===== config.mk =====
export PLATFORM = sky130hd
export DESIGN_NAME = pipe_ctrl
export DESIGN_NICKNAME = d
export VERILOG_FILES = /design/src/rtl/pipe_ctrl.sv
export SDC_FILE = /design/constraint.sdc
export NUM_CORES = 1
export LEC_CHECK = 0
export ABC_AREA = 1
export BUFFER_PORTS_ARGS = -buffer_cell sky130_fd_sc_hd__buf_2
export CAP_MARGIN = 20
export CELL_PAD_IN_SITES_DETAIL_PLACEMENT = 1
export CELL_PAD_IN_SITES_GLOBAL_PLACEMENT = 2
export CORE_MARGIN = 2
export CORE_UTILIZATION = 31
export CTS_BUF_LIST = sky130_fd_sc_hd__clkbuf_2
export DETAILED_ROUTE_END_ITERATION = 8
export PLACE_DENSITY = 0.87
export RECOVER_POWER = 25
export SYNTH_ARGS = -nofsm -noshare
export SYNTH_HDL_FRONTEND = slang
export SYNTH_SLANG_ARGS = --single-unit

===== constraint.sdc =====
create_clock -name clk -period 3.6 [get_ports clk]
set_clock_uncertainty 0.15 [all_clocks]
set_input_delay 0.36 -clock clk [delete_from_list [all_inputs] [get_ports clk]]
set_output_delay 0.36 -clock clk [all_outputs]
set_load 0.01 [all_outputs]

===== src/rtl/pipe_ctrl.sv =====
// Pipeline stall/flush controller: merges stage stall requests, sequences
// exception/ERET flushes (deferred behind data-bus waits), watchdog and perf counters.
module pipe_ctrl #(
  parameter logic [31:0] EXC_VECTOR = 32'h0000_0020,
  parameter int unsigned WDOG_LIMIT = 1024
) (
  input  logic        clk,
  input  logic        rst,
  input  logic        stallreq_if,
  input  logic        stallreq_id,
  input  logic        stallreq_ex,
  input  logic        stallreq_mem,
  input  logic        exc_valid_i,
  input  logic        exc_eret_i,
  input  logic [31:0] epc_i,
  output logic [5:0]  stall_o,
  output logic        flush_o,
  output logic [31:0] new_pc_o,
  output logic        wdog_o,
  output logic        wdog_flag_o,
  output logic [31:0] stall_cnt_o,
  output logic [15:0] flush_cnt_o
);

  // state    | meaning
  // RUN      | normal operation; exceptions flush immediately unless MEM is busy
  // EXC_PEND | exception latched, waiting for the data-bus access to finish
  typedef enum logic {RUN = 1'b0, EXC_PEND = 1'b1} state_t;

  localparam int unsigned CW = $clog2(WDOG_LIMIT + 1);
  localparam logic [CW-1:0] LIM    = CW'(WDOG_LIMIT);
  localparam logic [CW-1:0] LIM_M1 = CW'(WDOG_LIMIT - 1);

  state_t        state, state_nxt;
  logic [31:0]   pend_tgt;
  logic [5:0]    req_vec;
  logic [CW-1:0] run_cnt;
  logic          stalled;

  always_comb begin
    req_vec = 6'b000000;
    if (stallreq_mem)     req_vec = 6'b011111;
    else if (stallreq_ex) req_vec = 6'b001111;
    else if (stallreq_id) req_vec = 6'b000111;
    else if (stallreq_if) req_vec = 6'b000011;
  end

  always_ff @(posedge clk or posedge rst) begin
    if (rst) state <= RUN;
    else     state <= state_nxt;
  end

  always_comb begin
    state_nxt = state;
    case (state)
      RUN:      if (exc_valid_i && stallreq_mem) state_nxt = EXC_PEND;
      EXC_PEND: if (!stallreq_mem)               state_nxt = RUN;
      default:  state_nxt = RUN;
    endcase
  end

  always_comb begin
    stall_o  = req_vec;
    flush_o  = 1'b0;
    new_pc_o = 32'h0;
    case (state)
      RUN: begin
        if (exc_valid_i && !stallreq_mem) begin
          stall_o  = 6'b000000;
          flush_o  = 1'b1;
          new_pc_o = exc_eret_i ? epc_i : EXC_VECTOR;
        end
      end
      EXC_PEND: begin
        if (stallreq_mem) begin
          stall_o = 6'b011111;
        end else begin
          stall_o  = 6'b000000;
          flush_o  = 1'b1;
          new_pc_o = pend_tgt;
        end
      end
      default: ;
    endcase
  end

  // Target is captured once on entry to EXC_PEND and frozen until the flush.
  always_ff @(posedge clk or posedge rst) begin
    if (rst) begin
      pend_tgt <= 32'h0;
    end else if (state == RUN && exc_valid_i && stallreq_mem) begin
      pend_tgt <= exc_eret_i ? epc_i : EXC_VECTOR;
    end
  end

  assign stalled = |stall_o;

  always_ff @(posedge clk or posedge rst) begin
    if (rst) begin
      run_cnt     <= '0;
      wdog_o      <= 1'b0;
      wdog_flag_o <= 1'b0;
    end else begin
      wdog_o <= stalled && (run_cnt == LIM_M1);
      if (stalled && (run_cnt == LIM_M1)) wdog_flag_o <= 1'b1;
      if (!stalled)           run_cnt <= '0;
      else if (run_cnt != LIM) run_cnt <= run_cnt + CW'(1);
    end
  end

  always_ff @(posedge clk or posedge rst) begin
    if (rst) begin
      stall_cnt_o <= 32'h0;
      flush_cnt_o <= 16'h0;
    end else begin
      if (stalled) stall_cnt_o <= stall_cnt_o + 32'd1;
      if (flush_o) flush_cnt_o <= flush_cnt_o + 16'd1;
    end
  end

endmodule

==> qor.yml, run 1 <==
timing:
  worst_pin_slew_ns: 1.65
  hold_viol_final: 0
  setup_viol: 0
  setup_ws_ns: 0.735
  fin_setup_tns_ns: 0
  report.final.slew_viol_count: 67
  rsz0062_at_grt: "no"
  fmax_mhz: 349
  period_needed_ns: 2.87
  fin_crit_sh: 0.796
  slew_headroom: -0.105
floorplanning:
  core-area_um2: 16500
  dieArea_um2: 17700
  die_h_um: 133
  io-pin-count: 129
  dieWidth_um: 133
  rows: 47
  start_util: 0.314
flow_run:
  cap_violations: 2
synthesis:
  syn-instance-count: 665
  yosysWarnings: 0
  synthTopCellsByArea: "dfrtp_1 46%, nand2_1 12%, nor2_1 7.7%, nand3_1 5.8%, a21oi_2 4.7%"
  netlist_area_um2: 5170
  yosysSeqAreaShare: 0.455
  ys_ff_latch: 94
  synth_cell_types: 26
  synth_commonest_cells: "169 x nand2_1, 106 x nor2_1, 94 x dfrtp_1"
  post-synth-top-count-cell: "nand2_1"
  synth-async-reset-ratio: 1.00
  avgSynthCellArea_um2: 7.77
  syn_nets: 709
  synth_top_area_frac: 0.455
  synth_area_leader_cell: "dfrtp_1"
  synth_ff_type: "dfrtp_1"
  synth_edf_count: 0
critical_path:
  r2r_end: "pend_tgt[14]"
  ff2ff_path_depth: 5
  crit_chain: "buf_4, inv_1, nand3_1, buf_4, o21ai_0, buf_2"
  path_buf_inv: 4
  cp_slowest_stage_delay_ns: 0.47
  cp_max_fo: 35
  cp.required_ns: 3.09
  cp_common_cell: "buf_4"
  worstSetupPathType: "reg2out"
  critPathSlowestCell: "dfrtp_1"
  crit_arrival_ns: 2.36
  worstSetupStartpointType: "flop"
  end_kind: "output pin"
  rrSetupSlack_ns: 1.49
  cp_top_family: "buffers and inverters"
  timing.rr.start: "state"
grt:
  antenna_found_initial: 1
  grt_pass1_wl_mm: 25.2
  grt_use_total: 0.176
  grt_pass1_vias: 5039
  grt_max_degree: 65
  gr-total-overflow: 0
routing:
  via_count: 4876
  wl_mm: 15.0
  vias_per_cell: 4.67
  dr.pass1.iters: 5
  drcViolationCount: 0
  ant_nets: 0
  drt-initial-drc-count: 174
  avgRoutedWirePerCell_um: 14.4
pwr:
  power.density_nw_per_um2: 414
  peakVddDrop_mv: 0.184
  p_leak_nw: 3.14
min_path:
  whs_endpoint: "pend_tgt[13]"
  min_path_type: "in2reg"
  hold_path_depth: 3
  hp-start: "exc_eret_i"
clock_network:
  clk_pin_slew_worst_paths_ns: 0.26
  htree_levels: 3
  clkLatencyLatePin_ns: 0.59
  cts-root-buf: "clkbuf_2"
  tritoncts: "built"
  clock-sinks: 94
  cts_buffers: 9
  cts_buffer_depth: 2
  post_cts_resized: 0
place:
  post-dp-hpwl_mm: 10.8
  gp_congestion: 0.786
  post-place-ws_ns: 1.20
  numPortBuffers: 127
outcome:
  violations: "capacitance limit, slew limit"
  status: "finished with violations"
final_layout:
  areaGrowthSynthToFinish_pct: 23.6
  layout-drive-gt1-share: 0.223
  nets: 861
[sequential cells by signal (all words and copies together) (netlist names)]
name         cells
flush_cnt_o     16
pend_tgt        32
run_cnt         11
stall_cnt_o     32
state            1
wdog_flag_o      1
wdog_o           1
[per-layer routing]
layer  vias to the layer above  routed length (um)  track usage
met4                         0                 218       0.0567
met2                       115                6910        0.279
met3                        19                 616       0.0323
li1                       2429                   -            -
met1                      2313                7300        0.246
met5                         -                   0            0
[area by class of cell]
class,instances,area (um2)
Fill cell,2087,10100
Multi-Input combinational cell,487,2420
Sequential cell,94,2350
Timing Repair Buffer,168,1020
Tap cell,220,275
Inverter,57,215
Clock buffer,11,55.1
Clock inverter,5,50.0
Antenna cell,1,2.50
[cells by family (layout without fill, tap and decap cells)]
group,Yosys count,in the layout,share of synthesized area
and+or+nand+nor,366,366,0.301
adders and majority gates,4,4,0.00968
xor gates and xnor gates,30,30,0.0508
other,1,2,0.000726
AOI/OAI and AO/OA,86,86,0.106
buffers and inverters,84,241,0.0772
DFF,94,94,0.455
[per-stage QoR]
stage               cells   util  hold WS [ns]  total power [W]  instance area, um2
detailed placement    992  0.361         0.272          0.00213                5950
floorplan             665      -         0.283          0.00186                5170
global route         1043  0.388        0.0784          0.00285                6390
CTS                  1042  0.388        0.0571          0.00269                6390
global placement      992  0.361         0.275          0.00211                5950
finish               1043  0.388         0.119          0.00265                6390
[worst max-delay path by stage]
stage,from,to,slack (ns),cells after the start
global route,rst,stall_cnt_o[25],0.27,4
finish,state,new_pc_o[8],0.73,6
CTS,state,new_pc_o[12],0.67,6
floorplan,rst,flush_cnt_o[0],0.64,1
detailed placement,stallreq_mem,new_pc_o[12],1.20,6
global placement,stallreq_mem,new_pc_o[12],1.19,6
[what timing repair did]
item | 4_1_cts | 5_1_grt
endpoints found under the hold margin | 70 | 0
hold buffers | 34 | 0
buffers inserted | 0 | 0
[tightest hold or removal path, delay by kind of cell]
kind,cells,cell delay [ns]
and+or+nand+nor,1,0.17
AOI/OAI and AO/OA,1,0.06
buffers and inverters,1,0.28
[cell usage in the layout (no fill, tap or decap), drive strengths merged]
master,n
buf,131
xor2,20
nand4,12
bufinv,1
nand2,171
dlygate4sd3,34
clkinvlp,2
nor2,108
clkbuf,14
xnor2,10
conb,1
nand3b,7
nor3,7
diode,1
clkinv,3
a21oi,42
ha,4
nand3,61
o21ai,44
inv,56
dfrtp,94
[report_power, final]
group / switching [W] / internal, W / leakage, nW
sequential: 0.000180 / 0.00122 / 1.16
combinational: 0.000425 / 0.000298 / 1.91
clock: 0.000362 / 0.000160 / 0.0670
Power figures use the tool's default switching activity.
==> run 2, diff against run 1 <==
- CORE_UTILIZATION: 31 -> 28
- PLACE_DENSITY: 0.87 -> 0.83
- clock period: 3.6 -> 2.5 ns (I/O delays scaled with it)
==> run 2 against run 1 <==
  * The flow now finishes without violations
  * First-iteration DRC count decreased by 16%
  * Wire length increased by 6.8%
  * Final area increased by 7.5%
  * Global-route usage decreased by 1.1 points
  * Via count increased by 2.9%
  * Non-clock buffer count increased by 38
  * Worst hold slack got worse by 0.015 ns
  * Critical path depth unchanged
  * Utilization decreased by 0.71 points
  * Final cell count increased by 4.6%
  * Largest cell class unchanged
==> qor.yml, run 2 (synthesis gave the netlist of run 1 again) <==
clock_network:
  clock-sinks: 94  # unchanged
  cts_buffers: 9  # unchanged
  clk_pin_slew_worst_paths_ns: 0.26  # about the same
  cts_buffer_depth: 2  # unchanged
  tritoncts: "built"
  clkLatencyLatePin_ns: 0.61  # +0.02 ns
  cts-root-buf: "clkbuf_2"
  htree_levels: 3  # unchanged
final_layout:
  mostFrequentLayoutCell: "nand2_1"
  nets: 900  # +4.5%
  reg_top3: "pend_tgt: 32 flops, stall_cnt_o: 32 flops, flush_cnt_o: 16 flops"
  areaGrowthSynthToFinish_pct: 32.8
  layout-drive-gt1-share: 0.236  # +0.0131
  final-instance-count-excl-fill: 1091  # +4.6%
  final_util: 0.381  # -0.00711
  layout_common_cells: "169 x nand2_1, 126 x buf_2, 106 x nor2_1, 93 x dfrtp_1, 61 x dlygate4sd3_1"
timing:
  worst_pin_slew_ns: 0.838  # -0.810 ns
  report.final.slew_viol_count: 0  # -100%
  setup_viol: 0  # unchanged
  slew_headroom: 0.442  # +0.546
  period_needed_ns: 2.39
  fin_crit_sh: 0.958
  hold_viol_final: 0  # unchanged
  fmax_mhz: 418
place:
  post-dp-hpwl_mm: 11.0  # +1.8%
  placed_cells_incl_taps: 1005  # +1.3%
  numPortBuffers: 127  # unchanged
  gp_congestion: 0.759  # -3.4%
grt:
  grt_max_degree: 59  # -9.2%
  antenna_found_initial: 1  # unchanged
  grt_pass1_vias: 5202  # +3.2%
  grt_pass1_wl_mm: 26.3  # +4.2%
  grt_use_total: 0.165  # -0.0114
  gr-total-overflow: 0  # unchanged
routing:
  drcViolationCount: 0  # unchanged
  avgRoutedWirePerCell_um: 14.7  # +2.1%
  vias_per_cell: 4.60  # -1.7%
  dr.pass1.iters: 4  # -1
  via_count: 5015  # +2.9%
  wl_mm: 16.1  # +6.8%
  ant_nets: 0  # unchanged
  drt-initial-drc-count: 147  # -16%
outcome:
  status: "finished clean"
critical_path:
  critPathSlowestCell: "dfrtp_2"
  cp_max_fo: 15  # -57%
  cp_slowest_stage_delay_ns: 0.49  # +0.02 ns
  crit_arrival_ns: 1.99  # -0.37 ns
  crit_chain: "buf_6, inv_2, nand3_4, clkbuf_16, o21ai_1, buf_2"
  worstSetupStartpointType: "flop"
  worstSetupPathType: "reg2out"
  cp.required_ns: 2.10  # -0.99 ns
  end_kind: "output pin"
floorplanning:
  rows: 49  # +4.3%
  dieWidth_um: 140  # +5.1%
  start_util: 0.287  # -0.0272
  dieArea_um2: 19600  # +10%
  core-area_um2: 18000  # +9.5%
  die_h_um: 140  # +5.1%
  io-pin-count: 129  # unchanged
min_path:
  min_path_type: "in2reg"
pwr:
  peakVddDrop_mv: 0.324  # +76%
  finalPower_w: 0.00395  # +49%
  p_leak_nw: 3.30  # +5.2%
  power.density_nw_per_um2: 575  # +39%
flow_run:
  cap_violations: 0  # -2
run 2: what timing repair did:
| action | 4_1_cts | 5_1_grt |
|---|---|---|
| setup endpoints to repair | 34 | 32 |
| resized for setup | 11 | 18 |
| gates cloned | 1 | 3 |
| buffers inserted | 2 | 2 |
| hold buffers | 61 | 0 |
| pin swaps | 0 | 2 |
| hold endpoints to repair | 132 | 0 |
run 2: final cells by class:
type                    count  area (um2)
repair inverters            1        5.00
flip-flops and latches     94        2350
fillers                  2228       11200
diodes                      1        2.50
inverters                  57         221
well taps                 229         287
multi-input cells         487        2440
repair buffers            206        1440
clock inverters             7        72.6
clock buffers               9        45.0
run 2: worst paths after layout:
| path | start | end | slack (ns) | depth (start not counted) |
|---|---|---|---|---|
| worst max register to register | state | stall_cnt_o[4] | 0.43 | 7 |
| max in group asynchronous | rst | flush_cnt_o[10] | 0.77 | 5 |
| worst min-delay path | stallreq_if | wdog_o | 0.10 | 7 |
| min in group asynchronous | rst | flush_cnt_o[0] | 0.70 | 5 |
| worst min register to register | run_cnt[8] | run_cnt[8] | 0.34 | 1 |
| worst max-delay path | state | new_pc_o[8] | 0.11 | 6 |
run 2: per-stage QoR:
step	setup WS, ns	area [um2]	setup TNS (ns)	hold WS [ns]
CTS	-0.00215	6760	-0.00215	0.0236
finish	0.106	6870	0	0.104
floorplan	0.831	5170	0	0.258
global route	-0.0422	6870	-0.261	0.0899
global placement	0.377	6000	0	0.223
detailed placement	0.288	6000	0	0.230
run 2: critical path: cells and delay by family (launching register included):
kind                   cells  cell delay, ns
AOI/OAI and AO/OA          1            0.16
buffers and inverters      4            0.62
DFF                        1            0.49
and+or+nand+nor            1            0.14
run 2: report_power, final:
group | switching, W | total [W] | internal [W]
clock | 0.000580 | 0.000813 | 0.000233
sequential | 0.000253 | 0.00201 | 0.00176
combinational | 0.000638 | 0.00112 | 0.000485
run 2: metal layers:
| layer | vias up | wire length (um) | GRT usage |
|---|---|---|---|
| li1 | 2506 | - | - |
| met1 | 2387 | 7710 | 0.220 |
| met2 | 113 | 7540 | 0.273 |
| met3 | 9 | 656 | 0.0317 |
| met4 | 0 | 168 | 0.0463 |
| met5 | - | 0 | 0 |
==> run 3, diff against run 2 <==
- CORE_ASPECT_RATIO: default -> 1.5
==> run 3 against run 2 <==
  * Combinational power barely moved
  * Total power rose by 2.9%
  * Highest routed layer unchanged
  * Fmax rose by 0.59%
  * Clock power rose by 12%
  * Largest power group unchanged
==> qor.yml, run 3 (synthesis gave the netlist of run 1 again) <==
timing:
  period_needed_ns: 2.38  # -0.0140 ns
  hold_viol_final: 0  # unchanged
  report.final.slew_viol_count: 0  # unchanged
  whs_ns: 0.0405  # -0.0638 ns
  slew_headroom: 0.0625  # -0.379
  fin_crit_sh: 0.952  # -0.00558
  setup_ws_ns: 0.120  # +0.0140 ns
  fmax_mhz: 420  # +0.59%
  setup_viol: 0  # unchanged
  worst_pin_slew_ns: 1.41  # +0.568 ns
  fin_setup_tns_ns: 0  # unchanged
routing:
  vias_per_cell: 4.75  # +3.3%
  wl_met3_um: 721  # +9.9%
  ant_nets: 0  # unchanged
  routed.top_layer: "met4"
  wl_mm: 16.6  # +3.1%
  dr.pass1.iters: 4  # unchanged
  route.met2.wl_mm: 9.00  # +19%
  via_count: 5090  # +1.5%
  wl_met1_mm: 6.62  # -14%
  avgRoutedWirePerCell_um: 15.5  # +4.9%
  drt-initial-drc-count: 130  # -12%
  drcViolationCount: 0  # unchanged
outcome:
  status: "finished clean"
place:
  post-place-ws_ns: 0.410  # +0.123 ns
  post-dp-hpwl_mm: 10.6  # -3.8%
  placed_area_um2: 5980  # -0.42%
  gp_congestion: 0.774  # +2.0%
  numPortBuffers: 127  # unchanged
clock_network:
  clkLatencyLatePin_ns: 0.63  # +0.02 ns
  cts_buffers: 9  # unchanged
  cts_buffer_depth: 2  # unchanged
  clock-sinks: 94  # unchanged
  clk_pin_slew_worst_paths_ns: 0.29  # +0.03 ns
  cts-root-buf: "clkbuf_2"
  htree_levels: 3  # unchanged
  tritoncts: "built"
flow_run:
  cap_violations: 0  # unchanged
critical_path:
  cp.required_ns: 2.10  # about the same
  critPathCapture: "new_pc_o[24]"
  r2r_end: "stall_cnt_o[20]"
  rrSetupSlack_ns: 0.22  # -0.21 ns
  worstSetupPathType: "reg2out"
  critPathLaunch: "state"
  cp_max_fo: 8  # -7
  crit_arrival_ns: 1.98  # about the same
  worstSetupStartpointType: "flop"
  ff2ff_path_depth: 9  # +2
  end_kind: "output pin"
  timing.rr.start: "state"
grt:
  grt_max_degree: 95  # +61%
  grt_use_total: 0.171  # +0.00649
  gr-total-overflow: 0  # unchanged
  grt_pass1_wl_mm: 26.6  # +1.4%
  antenna_found_initial: 1  # unchanged
  grt_pass1_vias: 5353  # +2.9%
pwr:
  peakVddDrop_mv: 0.257  # -21%
  p_leak_nw: 3.31  # +0.32%
  power.density_nw_per_um2: 593  # +3.2%
final_layout:
  mostFrequentLayoutCell: "nand2_1"
  layout-drive-gt1-share: 0.244  # +0.00779
  layout_common_cells: "169 x nand2_1, 124 x buf_2, 105 x nor2_1, 93 x dfrtp_1, 58 x nand3_1"
  final_util: 0.380  # -0.000814
  nets: 893  # -0.78%
  reg_top3: "pend_tgt: 32 flops, stall_cnt_o: 32 flops, flush_cnt_o: 16 flops"
  fill_cells: 2259  # +1.4%
  design_area_um2: 6850  # -0.26%
  areaGrowthSynthToFinish_pct: 32.5
floorplanning:
  dieWidth_um: 115  # -18%
  die_h_um: 170  # +22%
  io-pin-count: 129  # unchanged
  dieArea_um2: 19600  # +0.12%
  rows: 60  # +22%
  start_util: 0.287  # about the same
  core-area_um2: 18000  # about the same
min_path:
  min_path_type: "in2reg"
-- run 3: changes by cell type in the layout (fill, tap and decap cells not counted), moves of 2 or more --
cell and delta:
buf_12 +2, dlygate4sd3_1 -10, clkinv_4 -2, buf_2 -2, o21ai_1 -2
-- run 3: worst max-delay path: stages (launching register included) --
cell and delay, ns:
dfrtp_2 0.50, buf_12 0.13, inv_2 0.06, nand3_4 0.13, clkbuf_16 0.22, o21ai_1 0.15
buf_2 0.16
-- run 3: worst min-delay path by stage --
stage          depth (start not counted)        endpoint   startpoint
6_report                               3     pend_tgt[8]   exc_eret_i
5_1_grt                                3    pend_tgt[30]   exc_eret_i
4_1_cts                                3    pend_tgt[15]   exc_eret_i
3_5_place_dp                           3  stall_cnt_o[3]          rst
3_3_place_gp                           2     wdog_flag_o  wdog_flag_o
2_1_floorplan                          2    pend_tgt[20]    epc_i[20]
-- run 3: cell type report --
type	count	area, um2	share of cell area
timing repair buffer	199	1410	0.206
timing repair inverter	1	5.00	0.000731
clock buffer	10	50.0	0.00731
inverter	57	221	0.0323
tap	217	272	0.0396
multi-input combinational	487	2450	0.358
antenna	1	2.50	0.000365
clock inverter	6	85.1	0.0124
sequential	94	2350	0.344
-- run 3: metrics by stage --
stage	total power, W	std cells
after floorplan	0.00267	665
after global placement	0.00304	990
after detailed placement	0.00307	990
after CTS	0.00407	1061
after global routing	0.00434	1072
final	0.00406	1072
-- run 3: routing by layer --
metal,GRT usage,vias to the layer above
li1,-,2494
met1,0.197,2479
met2,0.312,101
met3,0.0431,16
met4,0.0466,0
met5,0,-
-- run 3: timing repair --
action	4_1_cts	5_1_grt
hold buffers	51	0
pin swaps	0	2
gates resized for setup	6	29
buffers inserted	3	6
endpoints found under the setup margin	36	34
cloned	1	4
endpoints found under the hold margin	132	0
-- run 3: report_power, final --
group	internal (W)	switching, W
combinational	0.000489	0.000647
clock	0.000333	0.000577
sequential	0.00176	0.000259
total	0.00258	0.00148
